**src/rtl/dilithium_pkg.sv**
```systemverilog
// Purpose: constants and types shared by the H-function, samplers and NTT blocks.
// Latency: n/a (package only).
// Backpressure: n/a.
package dilithium_pkg;

    localparam int Q                   = 8380417;  // Dilithium modulus
    localparam int N                   = 256;      // coefficients per polynomial
    localparam int SHAKE128_RATE_BYTES = 168;      // 56 byte triples per block
    localparam int KECCAK_STATE_W      = 1600;

    typedef logic [22:0] coeff_t;

endpackage

```
**src/rtl/rej_coeff_check.sv**
```systemverilog
// Purpose: turn a 3-byte candidate into a 23-bit value and an accept flag (t < BOUND).
// Latency: combinational.
// Backpressure: none.
//
// Ports:
//   triple - {b2, b1, b0}, b0 in the low byte
//   t      - candidate value (b2 bit 7 dropped)
//   accept - high when t < BOUND
module rej_coeff_check
    import dilithium_pkg::*;
#(
    parameter int BOUND = Q
) (
    input  logic [23:0] triple,
    output logic [22:0] t,
    output logic        accept
);

    localparam logic [23:0] BOUND_W = 24'(BOUND);

    // The top bit of b2 is not part of the candidate.
    logic unused_top;
    assign unused_top = triple[23];

    assign t      = triple[22:0];
    assign accept = ({1'b0, t} < BOUND_W);

endmodule

```
**src/rtl/rej_ntt_sampler.sv**
```systemverilog
// Purpose: rejection-sample SHAKE128 squeeze blocks into the 256 coefficients of one A[i][j].
// Latency: first coefficient 2 cycles after block_valid; one triple per cycle; refill = 2 cycles + producer.
// Backpressure: none downstream; upstream paced by squeeze_req / block_valid handshake.
//
// Ports:
//   start, block_valid, keccak_output          - control pulse and squeezed Keccak state in
//   squeeze_req                                - request for the next squeeze block
//   busy, done                                 - polynomial in progress / finished pulse
//   coeff_valid, coeff, coeff_idx              - accepted coefficient strobe
module rej_ntt_sampler
    import dilithium_pkg::*;
(
    input  logic        clk,
    input  logic        rst_n,
    input  logic        start,
    input  logic        block_valid,
    input  logic [1599:0] keccak_output,
    output logic        squeeze_req,
    output logic        busy,
    output logic        coeff_valid,
    output logic [22:0] coeff,
    output logic [7:0]  coeff_idx,
    output logic        done
);

    localparam int RATE_W      = SHAKE128_RATE_BYTES * 8;
    localparam int LAST_TRIPLE = SHAKE128_RATE_BYTES / 3 - 1;

    typedef enum logic [2:0] {
        S_IDLE,
        S_WAIT_BLK,
        S_PARSE,
        S_REQ,
        S_DONE
    } state_e;

    state_e              state_q, state_d;
    logic [RATE_W-1:0]   rate_buf_q, rate_buf_d;
    logic [5:0]          tidx_q, tidx_d;
    logic [8:0]          cnt_q, cnt_d;       // 9 bits so that reaching N is visible
    logic                coeff_valid_q, coeff_valid_d;
    logic [22:0]         coeff_q, coeff_d;
    logic [7:0]          coeff_idx_q, coeff_idx_d;
    logic                squeeze_req_q, squeeze_req_d;
    logic                busy_q, busy_d;
    logic                done_q, done_d;

    // Capacity bits of the Keccak state never feed the sampler.
    logic unused_capacity;
    assign unused_capacity = ^keccak_output[KECCAK_STATE_W-1:RATE_W];

    logic [10:0] bit_ofs;
    logic [23:0] cur_triple;
    logic [22:0] cand_t;
    logic        cand_ok;

    assign bit_ofs    = 11'(tidx_q) * 11'd24;
    assign cur_triple = rate_buf_q[bit_ofs +: 24];

    rej_coeff_check #(
        .BOUND (Q)
    ) u_check (
        .triple (cur_triple),
        .t      (cand_t),
        .accept (cand_ok)
    );

    always_comb begin
        state_d       = state_q;
        rate_buf_d    = rate_buf_q;
        tidx_d        = tidx_q;
        cnt_d         = cnt_q;
        coeff_d       = coeff_q;
        coeff_idx_d   = coeff_idx_q;
        coeff_valid_d = 1'b0;
        squeeze_req_d = 1'b0;
        done_d        = 1'b0;
        busy_d        = busy_q;

        case (state_q)
            S_IDLE: begin
                if (start) begin
                    state_d = S_WAIT_BLK;
                    cnt_d   = '0;
                    tidx_d  = '0;
                    busy_d  = 1'b1;
                end
            end
            S_WAIT_BLK: begin
                if (block_valid) begin
                    rate_buf_d = keccak_output[RATE_W-1:0];
                    tidx_d     = '0;
                    state_d    = S_PARSE;
                end
            end
            S_PARSE: begin
                if (cand_ok) begin
                    coeff_valid_d = 1'b1;
                    coeff_d       = cand_t;
                    coeff_idx_d   = cnt_q[7:0];
                    cnt_d         = cnt_q + 9'd1;
                end
                // Finishing wins over block exhaustion: leftover triples are dropped.
                if (cand_ok && cnt_d == 9'(N)) begin
                    state_d = S_DONE;
                    done_d  = 1'b1;
                end else if (tidx_q == 6'(LAST_TRIPLE)) begin
                    state_d       = S_REQ;
                    squeeze_req_d = 1'b1;
                end else begin
                    tidx_d = tidx_q + 6'd1;
                end
            end
            S_REQ: begin
                // block_valid seen here is ignored; the producer answers later.
                state_d = S_WAIT_BLK;
            end
            S_DONE: begin
                state_d = S_IDLE;
                busy_d  = 1'b0;
            end
            default: begin
                state_d = S_IDLE;
            end
        endcase
    end

    always_ff @(posedge clk or negedge rst_n) begin
        if (!rst_n) begin
            state_q       <= S_IDLE;
            rate_buf_q    <= '0;
            tidx_q        <= '0;
            cnt_q         <= '0;
            coeff_valid_q <= 1'b0;
            coeff_q       <= '0;
            coeff_idx_q   <= '0;
            squeeze_req_q <= 1'b0;
            busy_q        <= 1'b0;
            done_q        <= 1'b0;
        end else begin
            state_q       <= state_d;
            rate_buf_q    <= rate_buf_d;
            tidx_q        <= tidx_d;
            cnt_q         <= cnt_d;
            coeff_valid_q <= coeff_valid_d;
            coeff_q       <= coeff_d;
            coeff_idx_q   <= coeff_idx_d;
            squeeze_req_q <= squeeze_req_d;
            busy_q        <= busy_d;
            done_q        <= done_d;
        end
    end

    assign squeeze_req = squeeze_req_q;
    assign busy        = busy_q;
    assign coeff_valid = coeff_valid_q;
    assign coeff       = coeff_q;
    assign coeff_idx   = coeff_idx_q;
    assign done        = done_q;

endmodule

```
**config.mk**
```make
export PLATFORM = sky130hd
export DESIGN_NAME = rej_ntt_sampler
export DESIGN_NICKNAME = d
export VERILOG_FILES = /design/src/rtl/dilithium_pkg.sv /design/src/rtl/rej_coeff_check.sv /design/src/rtl/rej_ntt_sampler.sv
export SDC_FILE = /design/constraint.sdc
export NUM_CORES = 2
export LEC_CHECK = 0
export CORE_AREA = 4 4 643 645
export DETAILED_ROUTE_END_ITERATION = 16
export DIE_AREA = 0 0 647 649
export GPL_TIMING_DRIVEN = 0
export HOLD_SLACK_MARGIN = 0.02
export PLACE_DENSITY = 0.36
export REMOVE_ABC_BUFFERS = 1
export SYNTH_ARGS = -nofsm -noshare
export SYNTH_HDL_FRONTEND = slang
export SYNTH_SLANG_ARGS = --single-unit
```
**constraint.sdc**
```tcl
create_clock -name clk -period 4 [get_ports clk]
set_input_delay 1 -clock clk [delete_from_list [all_inputs] [get_ports clk]]
set_output_delay 1 -clock clk [all_outputs]
set_load 0.1 [all_outputs]
```
[Word-level counts from Yosys, hierarchy flattened]
Cells that the tools add are included.
Storage, ports and cells
  flip-flop bits (word level): 1397
  input port bits: 1604
  output and inout port bits: 35
  word-level logic and storage cells: 60
Operators by class
  add/subtract/negate cells: 2
  multipliers: 1
  $lt $le $gt $ge: 1
  eq/ne operators: 11
  shift-type cells: 1
  muxes and demuxes: 23
  reductions and logical operators: 11
Operators by type and width (number)
  variable part select 1344 x 12 -> 23 bit: 1
  two-way mux 9 bit: 3
  two-way mux 6 bit: 4
  less-than comparator 23 bit (second input constant): 1
  one-hot mux 6 bit (3 select lines): 1
  one-hot mux 9 bit (2 select lines): 1
  two-way mux 3 bit: 4
  one-hot mux 3 bit (4 select lines): 1
  adder 9 x 1 -> 9 bit (second input constant): 1
  == test 9 bit (second input constant): 1
  multiplier 6 x 2 -> 8 bit (second input constant): 1
  two-way mux 1 bit: 8
  != test 2 bit (second input constant): 4
  AND reduction 2 bit: 4
  adder 6 x 1 -> 6 bit (second input constant): 1
  == test 3 x 2 -> 1 bit (second input constant): 2
  == test 6 bit (second input constant): 1
  AND reduction 5 bit: 1
  nonzero test 2 bit: 2
  == test 3 x 1 -> 1 bit (second input constant): 1
  == test 3 bit (second input constant): 1
  zero test 3 bit: 1
  != test 3 bit (second input constant): 1
  AND reduction 3 bit: 1
  other kinds (3): 3

[Logic depth before layout (Yosys ltp)]
  depth after elaboration: 9
  gate-level depth with buffers: 19
  gate-level depth less buffers: 10

[By module]
A second synthesis with hierarchy kept.
Second synthesis, totals
  cells, all modules: 6797
  area total of the unflattened synthesis: 63292.0 um^2
Modules (own cells, without submodules)
  rej_ntt_sampler: instances 1, cells an instance 6764, area an instance 63054.2 um^2, sequential area each 34958.5 um^2
  rej_coeff_check: instances 1, cells an instance 33, area an instance 237.7 um^2, sequential area each 0.0 um^2

[Worst setup path before layout]
No wires, ideal clock.
  kind: register -> register
  start point: reg tidx_q[0]
  end point: reg coeff_q[10] (netlist: coeff[10])
  library setup time: 0.125 ns
  arrival: 3.244 ns
  required time: 3.875 ns
  setup slack: 0.630 ns
  stages on the path, launching flop included: 16
  buffers on the path: 6
  period minus slack after synthesis: 3.370 ns
  path through: dfrtp_1 > buf_6 > buf_6 > buf_6 > buf_2 > mux4_2 > a32oi_1 > nand3_1 > o211a_1 > a21oi_1 > nand4_1 > o211a_1 > buf_6 > nor2_4 > buf_4 > mux2_2
On the way
  cells in the longest elaborated chain, start to end: 4
Ends and longest elaborated chain
  start, declared: RTL line rej_ntt_sampler.sv:39  | logic [5:0] tidx_q, tidx_d;
  start signal, assigned: RTL line rej_ntt_sampler.sv:143  | tidx_q <= tidx_d;
  multiplier 6 x 2 -> 8 bit (*): RTL line rej_ntt_sampler.sv:57  | assign bit_ofs = 11'(tidx_q) * 11'd24;
  variable part select 1344 x 12 -> 23 bit (*): RTL line rej_ntt_sampler.sv:58  | assign cur_triple = rate_buf_q[bit_ofs +: 24];
  less-than comparator 23 bit: RTL line rej_coeff_check.sv:26  | assign accept = ({1'b0, t} < BOUND_W);
  AND reduction 2 bit (no source line)
  end signal, assigned: RTL line rej_ntt_sampler.sv:146  | coeff_q <= coeff_d;
  end, declared: RTL line rej_ntt_sampler.sv:42  | logic [22:0] coeff_q, coeff_d;
Mark *: on every way between the ends. The rest lies on a longest branch, timed or not.
A chain may end at the register's enable or synchronous reset.

[Worst setup path in the final report]
  start point: reg tidx_q[0]
  end point: reg coeff_q[19] (netlist: coeff[19])
Same word-level chain as after synthesis.

==> impl_metrics.py <==
metrics = {
    "run_status": {
        "status": "complete, but fails checks",
        "violations": "negative setup slack",
    },
    "cells_and_area": {
        "num-fill-cells": 44558,
        "syn2layout_area_growth_pct": 50.49,
        "fin_nets": 9544,
        "post-route-cell-area_mm2": 0.09181,
        "drive_gt1_share_pct": 13.24,
    },
    "synthesis": {
        "synth_edf_count": 0,
        "yosys_register_bits": 1341,
        "syn_inst": 6549,
        "synthTopCellsByArea": "dfrtp_1 55%, nand2_1 24%, mux4_2 11%, mux2i_1 2.1%, clkbuf_1 2.0%",
        "seq_area_frac_synth_pct": 55.01,
        "avgSynthCellArea_um2": 9.315,
        "synth_commonest_cells": "3929 x nand2_1, 1341 x dfrtp_1, 324 x clkbuf_1",
        "synth_top_cell_area_share_pct": 55.01,
        "yosysMostFrequentCell": "nand2_1",
        "ys.flop_type": "dfrtp_1",
        "async_flop_share_pct": 100.0,
        "yosys.area.top_type": "dfrtp_1",
        "syn-cell-area_mm2": 0.06101,
        "synth_warnings": 0,
        "synth_cell_types": 69,
    },
    "route": {
        "drt-initial-drc-count": 3778,
        "wl_met1_um": 145000,
        "wl_met3_um": 23260,
        "ant_nets": 0,
        "dr.max_layer_used": "met5",
        "num_vias": 52970,
        "route.detailed.wl_per_inst_um": 25.79,
        "drc_errors": 0,
        "via_per_inst": 3.891,
        "met2_wirelength_um": 170500,
        "drt_first_pass_iters": 7,
        "routed_wl_um": 351100,
    },
    "timing": {
        "maxSlewHeadroom_pct": 9.859,
        "worst_slew_pin_slew_ps": 1348,
        "setup_tns_ps": -4626,
        "final-setup-viol-count": 42,
        "fin_skew_ps": 47.33,
        "slew_violations": 0,
        "finalCritPeriodShare_pct": 105.1,
        "fmax_ghz": 0.2379,
        "rsz0062_at_grt": "yes",
        "fin_crit_ps": 4204,
        "finalHoldViolations": 0,
        "layout_setup_ws_ps": -203.9,
    },
    "floorplan": {
        "die_y_um": 649,
        "rows": 235,
        "core_area_mm2": 0.4081,
        "dieArea_mm2": 0.4199,
        "io_pins": 1639,
        "initial_core_util_pct": 14.95,
        "die_w_um": 647,
    },
    "cts": {
        "clockBufferDepth": 4,
        "clk_pin_slew_worst_paths_ps": 60,
        "cts_sinks": 1341,
        "tritoncts": "done",
        "clk_latency_ps": 900,
        "ctsHtreeMaxLevel": 4,
        "cts-root-buf": "clkbuf_16",
        "cts_made_buffers": 184,
    },
    "power": {
        "leakage_nw": 41.88,
        "peakVddDrop_uv": 395.7,
        "p_per_area_mw_per_mm2": 763.0,
        "power_mw": 70.05,
    },
    "setup_path": {
        "cp_data_arrival_time_ps": 4970,
        "endpoint_kind": "register",
        "reg2reg_setup_slack_ps": -200,
        "crit_top_cell": "buf_16",
        "cp.required_ps": 4760,
        "path_cells": "buf_16 -> buf_16 -> buf_12 -> buf_16 -> buf_4 -> mux4_2 -> a22oi_1 -> o21ai_1 -> a311o_2 -> o311a_4 -> or3_4 -> o211a_4 -> buf_4 -> nor2_4 -> buf_6 -> mux2_2",
        "worstSetupPathType": "register to register",
        "r2r-end": "coeff[19]",
        "crit_path_max_incr_delay_ps": 550,
        "cpLargestDelayFamily": "compound AO/OA/AOI/OAI gates",
        "cp_slowest_cell": "dfrtp_4",
        "worstSetupStartpointType": "register",
        "path_buf_inv": 7,
        "cp_max_fo": 7,
        "r2r_start": "tidx_q[0]",
        "reg2reg_depth": 16,
    },
    "grt": {
        "antenna_found_initial": 280,
        "overflow": 0,
        "grt_max_degree": 145,
        "grt_pass1_wl_um": 474800,
        "grt.total_usage_pct": 16.27,
        "grt_pass1_vias": 55836,
    },
    "placement": {
        "place.gp.congestion": 0.8079,
        "place_hpwl_um": 258600,
        "preCtsSetupSlack_ps": -3395,
        "post_dp_cell_area_mm2": 0.08205,
        "io_buffer_count": 1326,
    },
    "worst_hold_path": {
        "hold_path_startpoint": "rate_buf_q[685]",
        "hold_class": "register to register",
        "min_delay_path_depth": 2,
        "min_to": "rate_buf_q[685]",
    },
    "flow_run": {
        "max-cap-violations": 0,
    },
}
-- how the worst max path moves through the flow --
stage | from | to | slack [ps] | cells after the start
2_1_floorplan | block_valid | rate_buf_q[0] | -36350 | 5
3_3_place_gp | block_valid | rate_buf_q[989] | -87170 | 6
3_5_place_dp | tidx_q[0] | coeff[17] | -3400 | 13
4_1_cts | tidx_q[0] | coeff[13] | -300 | 14
5_1_grt | tidx_q[0] | coeff[17] | -270 | 13
6_report | tidx_q[0] | coeff[19] | -200 | 16
-- state kept, by name, indices dropped and copies added, names as in the netlist --
register and cells:
tidx_q 6, coeff_valid 1, busy 1, squeeze_req 1
coeff_idx 8, coeff 23, rate_buf_q 1288, done 1
cnt_q 9, state_q 3
-- power by group --
part / internal [mW] / leakage [nW] / switching, mW / total (mW)
logic: 12.5 / 22.2 / 16.4 / 28.9
clock network: 10.4 / 3.05 / 7.05 / 17.4
registers: 20.0 / 16.7 / 3.81 / 23.8
total: 42.8 / 41.9 / 27.3 / 70.0
-- worst reg2reg max path: cells and delay by family (launching register included) --
kind	cells	cell delay [ps]
DFF	1	550
and+or+nand+nor	2	490
buffers and inverters	7	1110
AOI/OAI and AO/OA	5	1210
muxes	2	720
-- per-stage QoR --
| stage | util [%] | cells | hold WS [ps] |
|---|---|---|---|
| after floorplan | - | 6133 | 437.9 |
| after detailed placement | 20.10 | 13029 | 457.5 |
| final | 22.50 | 13614 | 467.0 |
| after global routing | 22.47 | 13574 | 483.8 |
| after CTS | 22.36 | 13514 | 471.3 |
| after global placement | 19.40 | 12910 | 452.3 |
-- placed cells by master (no fill, tap or decap), types with 14 or more instances in the layout --
cell type / Yosys / routed
nand2_1: 3929 / 3926
dfrtp_1: 1341 / 1335
clkdlybuf4s50_1: 0 / 1322
mux4_2: 290 / 290
clkbuf_16: 0 / 186
buf_4: 22 / 107
mux2i_1: 126 / 106
diode_2: 0 / 84
buf_16: 0 / 73
buf_12: 0 / 63
clkbuf_1: 324 / 40
clkbuf_8: 0 / 34
a22oi_1: 37 / 32
nor2_1: 41 / 31
a21oi_1: 37 / 26
o21ai_0: 51 / 26
clkinv_2: 0 / 25
o21ai_1: 7 / 18
bufinv_16: 0 / 18
mux2i_2: 0 / 17
mux2_4: 0 / 17
mux2_2: 33 / 16
buf_6: 30 / 16
nand3_1: 18 / 15
bufbuf_16: 0 / 15
o22ai_1: 24 / 14
-- routing by layer --
| layer | up-vias | track usage, % |
|---|---|---|
| met5 | - | 0 |
| met4 | 152 | 5.085 |
| met3 | 651 | 4.357 |
| met2 | 1656 | 27.64 |
| met1 | 26447 | 19.95 |
| li1 | 24064 | - |
-- final cells by class --
class                      instances  area, um2  area share, %
timing repair buffer            1612      18180          19.80
clock buffer                     260       5273          5.743
sequential                      1341      33580          36.58
tap                             5451       6820          7.429
inverter                           8      83.83        0.09131
clock inverter                    67      967.2          1.053
multi-input combinational       4791      26690          29.08
antenna                           84      210.2         0.2290
-- kinds of logic (layout without fill, tap and decap cells) --
logic type,Yosys count,in the layout,synth area share [%]
AO/OA/AOI/OAI,260,265,2.908
XOR/XNOR,1,1,0.01436
AND/OR/NAND/NOR,4072,4074,25.45
multiplexers,449,449,13.38
adder cells (fa/ha/maj),2,2,0.04101
buffers and inverters,424,1947,3.195
other,0,84,0
flip-flops,1341,1341,55.01
-- what timing repair did --
item	CTS	global route
setup endpoints to repair	52	52
gates cloned	29	0
pin swaps	51	28
hold endpoints to repair	85	0
hold buffers	1	0
setup buffers	128	19
gates resized for setup	203	59
(Power assumes the default switching activity.)
